<file path="src/rtl/sha_message_scheduler_seq_pkg.sv">
// Shared SHA-256 message-schedule definitions: word/history types, FSM states,
// block/schedule sizes and the small sigma functions.
package sha_message_scheduler_seq_pkg;

    localparam int unsigned WORD_W      = 32;
    localparam int unsigned BLOCK_WORDS = 16;
    localparam int unsigned SCHED_WORDS = 64;

    typedef logic [WORD_W-1:0]                   word_t;
    // Element [0] is the newest word, element [15] the oldest.
    typedef logic [BLOCK_WORDS-1:0][WORD_W-1:0] hist_t;

    typedef enum logic {
        ST_LOAD,
        ST_EMIT
    } state_e;

    function automatic word_t rotr(input word_t x, input int unsigned n);
        return (x >> n) | (x << (WORD_W - n));
    endfunction

    function automatic word_t sigma0(input word_t x);
        return rotr(x, 7) ^ rotr(x, 18) ^ (x >> 3);
    endfunction

    function automatic word_t sigma1(input word_t x);
        return rotr(x, 17) ^ rotr(x, 19) ^ (x >> 10);
    endfunction

endpackage

</file>
<file path="src/rtl/sha_message_scheduler_seq_if.sv">
// Word-stream bundle: message words in, schedule words W_t out.
interface sha_message_scheduler_seq_if;
    import sha_message_scheduler_seq_pkg::*;

    logic        in_valid;
    logic        in_ready;
    word_t       in_word;
    logic        out_valid;
    logic        out_ready;
    word_t       out_word;
    logic [5:0]  out_index;
    logic        out_last;

    modport master (
        output in_valid, in_word, out_ready,
        input  in_ready, out_valid, out_word, out_index, out_last
    );

    modport slave (
        input  in_valid, in_word, out_ready,
        output in_ready, out_valid, out_word, out_index, out_last
    );

endinterface

</file>
<file path="src/rtl/sha_message_scheduler_seq_expander_round.sv">
// One schedule-expansion step: W_t from the 16-word history (h[0] = W_{t-1}).
module sha_message_expander_round
    import sha_message_scheduler_seq_pkg::*;
(
    input  hist_t hist_i,
    output word_t w_o
);

    always_comb begin
        w_o = sigma1(hist_i[1]) + hist_i[6] + sigma0(hist_i[14]) + hist_i[15];
    end

endmodule

</file>
<file path="src/rtl/sha_message_scheduler_seq.sv">
// Sequential SHA-256 message scheduler: loads 16 words, then streams W0..W63
// from a 16-entry shift history with valid/ready on both sides.
module sha_message_scheduler_seq
    import sha_message_scheduler_seq_pkg::*;
(
    input  logic                        clk,
    input  logic                        rst,
    sha_message_scheduler_seq_if.slave  bus
);

    state_e      state_q, state_d;
    logic [3:0]  load_cnt_q, load_cnt_d;
    logic [5:0]  t_q, t_d;
    hist_t       hist_q, hist_d;
    word_t       w_exp;
    word_t       emit_word;

    sha_message_expander_round u_round (
        .hist_i (hist_q),
        .w_o    (w_exp)
    );

    always_ff @(posedge clk or posedge rst) begin
        if (rst) begin
            state_q    <= ST_LOAD;
            load_cnt_q <= '0;
            t_q        <= '0;
            hist_q     <= '0;
        end else begin
            state_q    <= state_d;
            load_cnt_q <= load_cnt_d;
            t_q        <= t_d;
            hist_q     <= hist_d;
        end
    end

    // For t<16 the oldest entry is recirculated, so after 16 emits the
    // history is back in load order and expansion continues seamlessly.
    always_comb begin
        emit_word = (t_q < 6'(BLOCK_WORDS)) ? hist_q[BLOCK_WORDS-1] : w_exp;
    end

    always_comb begin
        state_d    = state_q;
        load_cnt_d = load_cnt_q;
        t_d        = t_q;
        hist_d     = hist_q;
        case (state_q)
            ST_LOAD: begin
                if (bus.in_valid) begin
                    hist_d     = {hist_q[BLOCK_WORDS-2:0], bus.in_word};
                    load_cnt_d = load_cnt_q + 4'd1;
                    if (load_cnt_q == 4'(BLOCK_WORDS - 1)) begin
                        state_d = ST_EMIT;
                        t_d     = '0;
                    end
                end
            end
            ST_EMIT: begin
                if (bus.out_ready) begin
                    hist_d = {hist_q[BLOCK_WORDS-2:0], emit_word};
                    if (t_q == 6'(SCHED_WORDS - 1)) begin
                        state_d    = ST_LOAD;
                        t_d        = '0;
                        load_cnt_d = '0;
                    end else begin
                        t_d = t_q + 6'd1;
                    end
                end
            end
            default: begin
                state_d = ST_LOAD;
            end
        endcase
    end

    assign bus.in_ready  = (state_q == ST_LOAD) && !rst;
    assign bus.out_valid = (state_q == ST_EMIT);
    assign bus.out_word  = (state_q == ST_EMIT) ? emit_word : '0;
    assign bus.out_index = t_q;
    assign bus.out_last  = (state_q == ST_EMIT) && (t_q == 6'(SCHED_WORDS - 1));

endmodule

</file>
<file path="src/flat_wrapper.sv">
// flat-port wrapper written by rule: the top's interface ports become plain ports
module sha_message_scheduler_seq_flat import sha_message_scheduler_seq_pkg::*;
  (clk, rst, bus_in_valid, bus_in_word, bus_out_ready, bus_in_ready, bus_out_valid, bus_out_word, bus_out_index, bus_out_last);
  sha_message_scheduler_seq_if bus_i ();
  input  logic clk;
  input  logic rst;
  input wire logic [$bits(bus_i.in_valid)-1:0] bus_in_valid;
  input wire logic [$bits(bus_i.in_word)-1:0] bus_in_word;
  input wire logic [$bits(bus_i.out_ready)-1:0] bus_out_ready;
  output wire logic [$bits(bus_i.in_ready)-1:0] bus_in_ready;
  output wire logic [$bits(bus_i.out_valid)-1:0] bus_out_valid;
  output wire logic [$bits(bus_i.out_word)-1:0] bus_out_word;
  output wire logic [$bits(bus_i.out_index)-1:0] bus_out_index;
  output wire logic [$bits(bus_i.out_last)-1:0] bus_out_last;
  assign bus_i.in_valid = bus_in_valid;
  assign bus_i.in_word = bus_in_word;
  assign bus_i.out_ready = bus_out_ready;
  assign bus_in_ready = bus_i.in_ready;
  assign bus_out_valid = bus_i.out_valid;
  assign bus_out_word = bus_i.out_word;
  assign bus_out_index = bus_i.out_index;
  assign bus_out_last = bus_i.out_last;
  sha_message_scheduler_seq u_core (.clk(clk), .rst(rst), .bus(bus_i));
endmodule
</file>
<file path="config.mk">
export PLATFORM = sky130hd
export DESIGN_NAME = sha_message_scheduler_seq_flat
export DESIGN_NICKNAME = d
export VERILOG_FILES = /design/src/rtl/sha_message_scheduler_seq_pkg.sv /design/src/rtl/sha_message_scheduler_seq_if.sv /design/src/rtl/sha_message_scheduler_seq_expander_round.sv /design/src/rtl/sha_message_scheduler_seq.sv /design/src/flat_wrapper.sv
export SDC_FILE = /design/constraint.sdc
export NUM_CORES = 2
export LEC_CHECK = 0
export ABC_AREA = 1
export BUFFER_PORTS_ARGS = -buffer_cell sky130_fd_sc_hd__buf_2
export CORE_UTILIZATION = 35
export CTS_BUF_LIST = sky130_fd_sc_hd__clkbuf_2 sky130_fd_sc_hd__clkbuf_4 sky130_fd_sc_hd__clkbuf_8
export CTS_CLUSTER_SIZE = 25
export DETAILED_ROUTE_END_ITERATION = 10
export PLACE_DENSITY = 0.47
export SLEW_MARGIN = 0
export SYNTH_ARGS = -nofsm -noshare
export SYNTH_HDL_FRONTEND = slang
export SYNTH_SLANG_ARGS = --single-unit
</file>
<file path="constraint.sdc">
create_clock -name clk -period 22.3 [get_ports clk]
set_input_delay 1.115 -clock clk [delete_from_list [all_inputs] [get_ports clk]]
set_output_delay 1.115 -clock clk [all_outputs]
set_load 0.02 [all_outputs]
</file>
# Word level (Yosys, flattened, before mapping)
# Cells that the tools add are included.
[totals]
inputBits = 36
regBits = 523
elab_cells = 65
out_inout_bits = 41
[op_classes]
add_sub_neg = 5
order_cmp = 1
n_bitwise = 9
n_mux = 19
n_eq_ne = 6
n_reduce_logical = 6
[ops]
columns = ["op", "count"]
rows = [
  ["$mux W512", 2],
  ["$pmux W512 S2", 1],
  ["$add A32 B32 Y32", 3],
  ["$mux W32", 2],
  ["$xor A32 B32 Y32", 2],
  ["$or A13 B32 Y32", 1],
  ["$or A14 B32 Y32", 1],
  ["$or A15 B32 Y32", 1],
  ["$or A25 B32 Y32", 1],
  ["$xor A32 B22 Y32", 1],
  ["$xor A32 B29 Y32", 1],
  ["$mux W6", 4],
  ["$mux W4", 3],
  ["$pmux W6 S2", 1],
  ["$pmux W4 S2", 1],
  ["$add A6 B1 Y6 const B", 1],
  ["$eq A6 B6 Y1 const B", 1],
  ["$lt A6 B5 Y1 const B", 1],
  ["$ne A2 B2 Y1 const B", 3],
  ["$reduce_and A3 Y1", 2],
  ["$add A4 B1 Y4 const B", 1],
  ["$eq A4 B4 Y1 const B", 1],
  ["$mux W1", 4],
  ["$logic_and A1 B1 Y1", 2],
  ["other kinds (5)", 5],
]

# Longest topological paths before layout
[logic_depth]
ltp_word = 9
ltp_mapped = 22
mapped_depth_nobuf = 21

# By module
# Synthesis repeated with hierarchy kept, for this count alone.
[hier_totals]
cells_unflattened = 2977
area_unflattened_um2 = 25655.9
[by_module_without_submodules]
columns = ["module", "area_per_inst_um2", "seq_area_each_um2", "cells_per_inst", "n_inst"]
rows = [
  ["sha_message_scheduler_seq", 20556.0, 13087.6, 2185, 1],
  ["sha_message_expander_round", 5099.9, 0.0, 792, 1],
]

# Worst setup path after synthesis
# Ideal clock, no wire load.
[synth_timing]
path_type = "register -> output"
startpoint = "reg u_core.hist_q[456] (netlist name)"
endpoint = "out bus_out_word[25]"
setup_slack_ns = 17.752
t_required_ns = 21.185
n_path_buf = 1
stages_incl_launch_ff = 22
arrival_time_ns = 3.433
path_cell_list = "dfrtp_1 -> clkbuf_1 -> xnor2_1 -> xor2_1 -> inv_1 -> fa_1 -> inv_1 -> fa_1 -> inv_1 -> ha_1 -> fa_1 -> nand3_1 -> nand3_1 -> nand2_1 -> nand2_1 -> nand2_1 -> nand2_1 -> nand2_1 -> nand3_1 -> nand3_1 -> nand2_1 -> inv_1"
[synth_between]
elab_chain_len = 7
elab_cells_between_ends = 8
cone_classes = "add/sub: 2; mux: 2; bitwise: 4"
[synth_lines]
columns = ["element", "line_no", "text"]
rows = [
  ["from (decl)", "sha_message_scheduler_seq.sv:14", "hist_t hist_q, hist_d;"],
  ["from (signal assigned)", "sha_message_scheduler_seq.sv:33", "hist_q <= hist_d;"],
  ["$or A25 B32 Y32 / $or A14 B32 Y32 (equally long branches)", "sha_message_scheduler_seq_pkg.sv:19", "return (x >> n) | (x << (WORD_W - n));"],
  ["$xor A32 B32 Y32", "sha_message_scheduler_seq_pkg.sv:23", "return rotr(x, 7) ^ rotr(x, 18) ^ (x >> 3);"],
  ["$xor A32 B29 Y32 (*)", "sha_message_scheduler_seq_pkg.sv:23", ""],
  ["$add A32 B32 Y32 (*) (2 in series)", "sha_message_scheduler_seq_expander_round.sv:10", "w_o = sigma1(hist_i[1]) + hist_i[6] + sigma0(hist_i[14]) + hist_i[15];"],
  ["$mux W32 (*)", "sha_message_scheduler_seq.sv:40", "emit_word = (t_q < 6'(BLOCK_WORDS)) ? hist_q[BLOCK_WORDS-1] : w_exp;"],
  ["$mux W32 (*)", "sha_message_scheduler_seq.sv:79", "assign bus.out_word = (state_q == ST_EMIT) ? emit_word : '0;"],
  ["to (decl)", "flat_wrapper.sv:12", "output wire logic [$bits(bus_i.out_word)-1:0] bus_out_word;"],
]
# Every way passes the cells marked *; elsewhere a longest branch is shown, timed or not.

# Worst setup path in the final report
[layout_timing]
startpoint = "reg u_core.hist_q[467] (netlist name)"
endpoint = "out bus_out_word[21]"
[layout_between]
elab_chain_len = 7
elab_cells_between_ends = 8
cone_classes = "add/sub: 2; mux: 2; bitwise: 4"
[layout_lines]
columns = ["element", "line_no"]
rows = [
  ["$or A14 B32 Y32 / $or A25 B32 Y32 (equally long branches)", "sha_message_scheduler_seq_pkg.sv:19"],
  ["$xor A32 B32 Y32", "sha_message_scheduler_seq_pkg.sv:23"],
  ["$xor A32 B29 Y32 (*)", "sha_message_scheduler_seq_pkg.sv:23"],
  ["$add A32 B32 Y32 (*) (2 in series)", "sha_message_scheduler_seq_expander_round.sv:10"],
  ["$mux W32 (*)", "sha_message_scheduler_seq.sv:40"],
  ["$mux W32 (*)", "sha_message_scheduler_seq.sv:79"],
]
# Marked as above.

==> flow_summary_export.csv <==
group,metric,value,unit
critical_path,slowest_stage,"dfrtp_1",
routing,first_pass_iters,5,
routing,wirelength,78.92,mm
worst_hold_path,min_to,"u_core.hist_q[96]$_DFFE_PP0P_",
die,row_count,99,
global_routing,grt_pass1_wl,121.6,mm
cts,insertion_delay,740,ps
global_routing,grt_overflow_total,0,
placed_design,portBuffers,76,
cells_and_area,multi_input_area,10470,um^2
synth,synth_cell_types,37,
critical_path,reg2reg_slack,17560,ps
synth,synth_seq_cells,523,
die,pin_count,77,
die,start_util,35.38,%
critical_path,worstPathCellList,"xnor2_1, xor2_1, inv_1, fa_1, inv_1, fa_1, inv_1, ha_1, fa_1, nand3_1, nand3_1, nand3_1, nand3_2, nand3_1, nand2_1, nand2_1, nand3_1, nand2_1, inv_1, buf_2",
critical_path,cp-start-kind,"flip-flop",
sta,maxSlewHeadroom,24.82,%
placed_design,dp_slack,16740,ps
cts,clkSinkCount,523,
synth,synth_edf_count,0,
die,core_area,72960,um^2
cts,ctsHoldBuffers,0,
critical_path,r2r-end,"u_core.hist_q[138]$_DFFE_PP0P_",
cells_and_area,layout-drive-gt1-share,10.19,%
global_routing,grt_pass1_vias,19550,
placed_design,dp_hpwl,55.63,mm
routing,vias_per_cell,4.630,
sta,layout_min_cycle_time,6284,ps
sta,fin_skew,70.81,ps
critical_path,cp.required,21190,ps
cts,post_cts_buffers,0,
synth,syn-cell-area,25820,um^2
cells_and_area,fillCellCount,7611,
synth,synth_area_per_cell,8.209,um^2
cts,cts-buffers-inserted,94,
critical_path,end_kind,"output port",
cells_and_area,seqCellArea,13090,um^2
sta,setup_viol,0,
die,fp.dieW,273.6,um
synth,synth-seq-area-share,50.70,%
critical_path,reg2reg_from,"u_core.bus.out_valid$_DFF_PP0_",
cells_and_area,fin_nets,3314,
sta,tightestPinTransition,1128,ps
global_routing,grt_use_total,21.70,%
sta,drv_slew,0,
critical_path,path_max_fanout,5,
cells_and_area,final_common_cell,"nand2_1",
routing,routed_wire_length_per_instance,18.76,um
critical_path,path_buf_inv,5,
sta,finalSetupTns,0,ps
status,outcome,"finished clean",
sta,hold_viol,0,
critical_path,worstRegToRegCells,8,
synth,synth_warnings,0,
critical_path,critical_path_class,"flip-flop to output port",
cells_and_area,syn2layout_area_growth,11.06,%
synth,ys.flop_type,"dfrtp_1",
sta,fin_crit_sh,28.18,%
routing,drtAntennaViolNets,0,
cts,cts_root_buf,"clkbuf_8",
sta,rsz0062_at_grt,"no",
global_routing,antenna_found_initial,2,
cts,htree_levels,3,
worst_hold_path,hold_path.class,"flip-flop to flip-flop",
sta,max_freq,159.1,MHz
synth,synth.net_count,3276,
critical_path,slowest_delay,620,ps
cts,clk_pin_slew_worst_paths,60,ps
routing,drt_iter0_markers,1513,
placed_design,gpl.final_weighted_congestion,0.9119,
sta,fin_ws,16020,ps
routing,drc_errors,0,
critical_path,cp_top_family,"adder cells",
cells_and_area,fin_util,39.30,%
synth,synthArstFlopShare,100.0,%
critical_path,cpMostUsedCell,"nand3_1",
die,die_h,273.6,um
run,max-cap-violations,0,
cts,ctsResizeCount,0,
cts,cts_tree,"done",
synth,synthCells,3145,
worst_hold_path,min_path_cells,2,
critical_path,cp.arrival,5170,ps
cells_and_area,mostFrequentLayoutCells,"nand2_1 (1382), dfrtp_1 (523), inv_1 (379), o21ai_0 (193), clkbuf_8 (110)",
global_routing,grt_max_degree,152,
cts,cts.path.max_buffers,3,
die,fp.dieArea,74850,um^2
worst_hold_path,holdCritStartpoint,"u_core.hist_q[64]$_DFFE_PP0P_",
routing,vias,19480,
==> synthesized netlist by cell type, types with 2 or more instances <==
cell type  number  share of area (%)
a21oi_1        67                1.3
a21oi_2        10               0.34
and2_1          3              0.073
buf_2          77                1.5
buf_4          20               0.58
buf_6           6               0.26
clkbuf_1       47               0.68
dfrtp_1       523                 51
fa_1           62                4.8
ha_1           33                1.6
inv_1         380                5.5
inv_2          10               0.15
inv_4           2              0.048
nand2_1      1382                 20
nand2_2        25               0.61
nand3_1        43               0.83
nand3_2         8               0.31
nand4_1         7               0.17
nor2_1         76                1.1
nor2_2         10               0.24
nor2_4          2              0.087
nor3_1          9               0.17
nor3_2          7               0.27
o211ai_1        2              0.058
o21ai_0       193                3.7
o21bai_1        2              0.058
xnor2_1        58                2.0
xor2_1         72                2.4
==> metrics by stage <==
step | cell area, um^2 | hold slack, ps | std cells
6_report | 28670 | 448.8 | 4207
5_1_grt | 28670 | 467.6 | 4207
4_1_cts | 28670 | 437.2 | 4206
3_5_place_dp | 26760 | 453.0 | 4046
3_3_place_gp | 26760 | 449.8 | 4046
2_1_floorplan | 25820 | 442.2 | 3145
==> cells by family (layout without fill, tap and decap cells) <==
family	after synthesis	count (layout)	synth area share [%]
flip-flops	523	523	50.70
AO/OA/AOI/OAI	279	279	5.641
AND/OR/NAND/NOR	1576	1576	24.11
XOR/XNOR	130	130	4.410
buffers and inverters	542	644	8.738
adder cells (fa/ha/maj)	95	95	6.407
other	0	1	0
==> per-layer routing <==
layer  up-vias  GRT usage [%]  part of all wire, %
li1       9513              -                    -
met1      9466          30.69                   47
met2       384          33.25                   45
met3       114          4.272                  4.8
met4         0          6.983                  3.0
met5         -              0                    0
==> area by class of cell <==
type	instances	area share (%)
inverters	392	5.202
clock inverters	10	0.3186
multi-input cells	2080	36.52
well taps	959	4.185
repair buffers	92	1.789
clock buffers	150	6.327
flip-flops and latches	523	45.65
diodes	1	0.008728
==> how the worst max path moves through the flow <==
stage               depth (start not counted)                            from                             endpoint  slack, ps
finish                                     20  u_core.hist_q[467]$_DFFE_PP0P_                     bus_out_word[21]      16020
global route                               22  u_core.hist_q[467]$_DFFE_PP0P_                     bus_out_word[25]      15710
detailed placement                         21  u_core.hist_q[468]$_DFFE_PP0P_                     bus_out_word[27]      16740
floorplan                                   1                             rst  u_core.bus.out_index[0]$_DFFE_PP0P_       6570
global placement                           21  u_core.hist_q[468]$_DFFE_PP0P_                     bus_out_word[27]      16690
CTS                                        20  u_core.hist_q[467]$_DFFE_PP0P_                     bus_out_word[21]      15930
==> worst reg2reg max path: cells and delay by family (launching register included) <==
kind	cells	cell delay, ps
buffers and inverters	5	2930
flip-flops	1	820
AND/OR/NAND/NOR	2	550
AO/OA/AOI/OAI	1	240
==> state kept, by name, indices dropped and copies added (netlist names) <==
register	cells
u_core.bus.out_index	6
u_core.bus.out_valid	1
u_core.hist_q	512
u_core.load_cnt_q	4
Power is left out: the tool's default activity adds up to more than one toggle a clock period on the data nets, which glitch-free logic cannot reach.
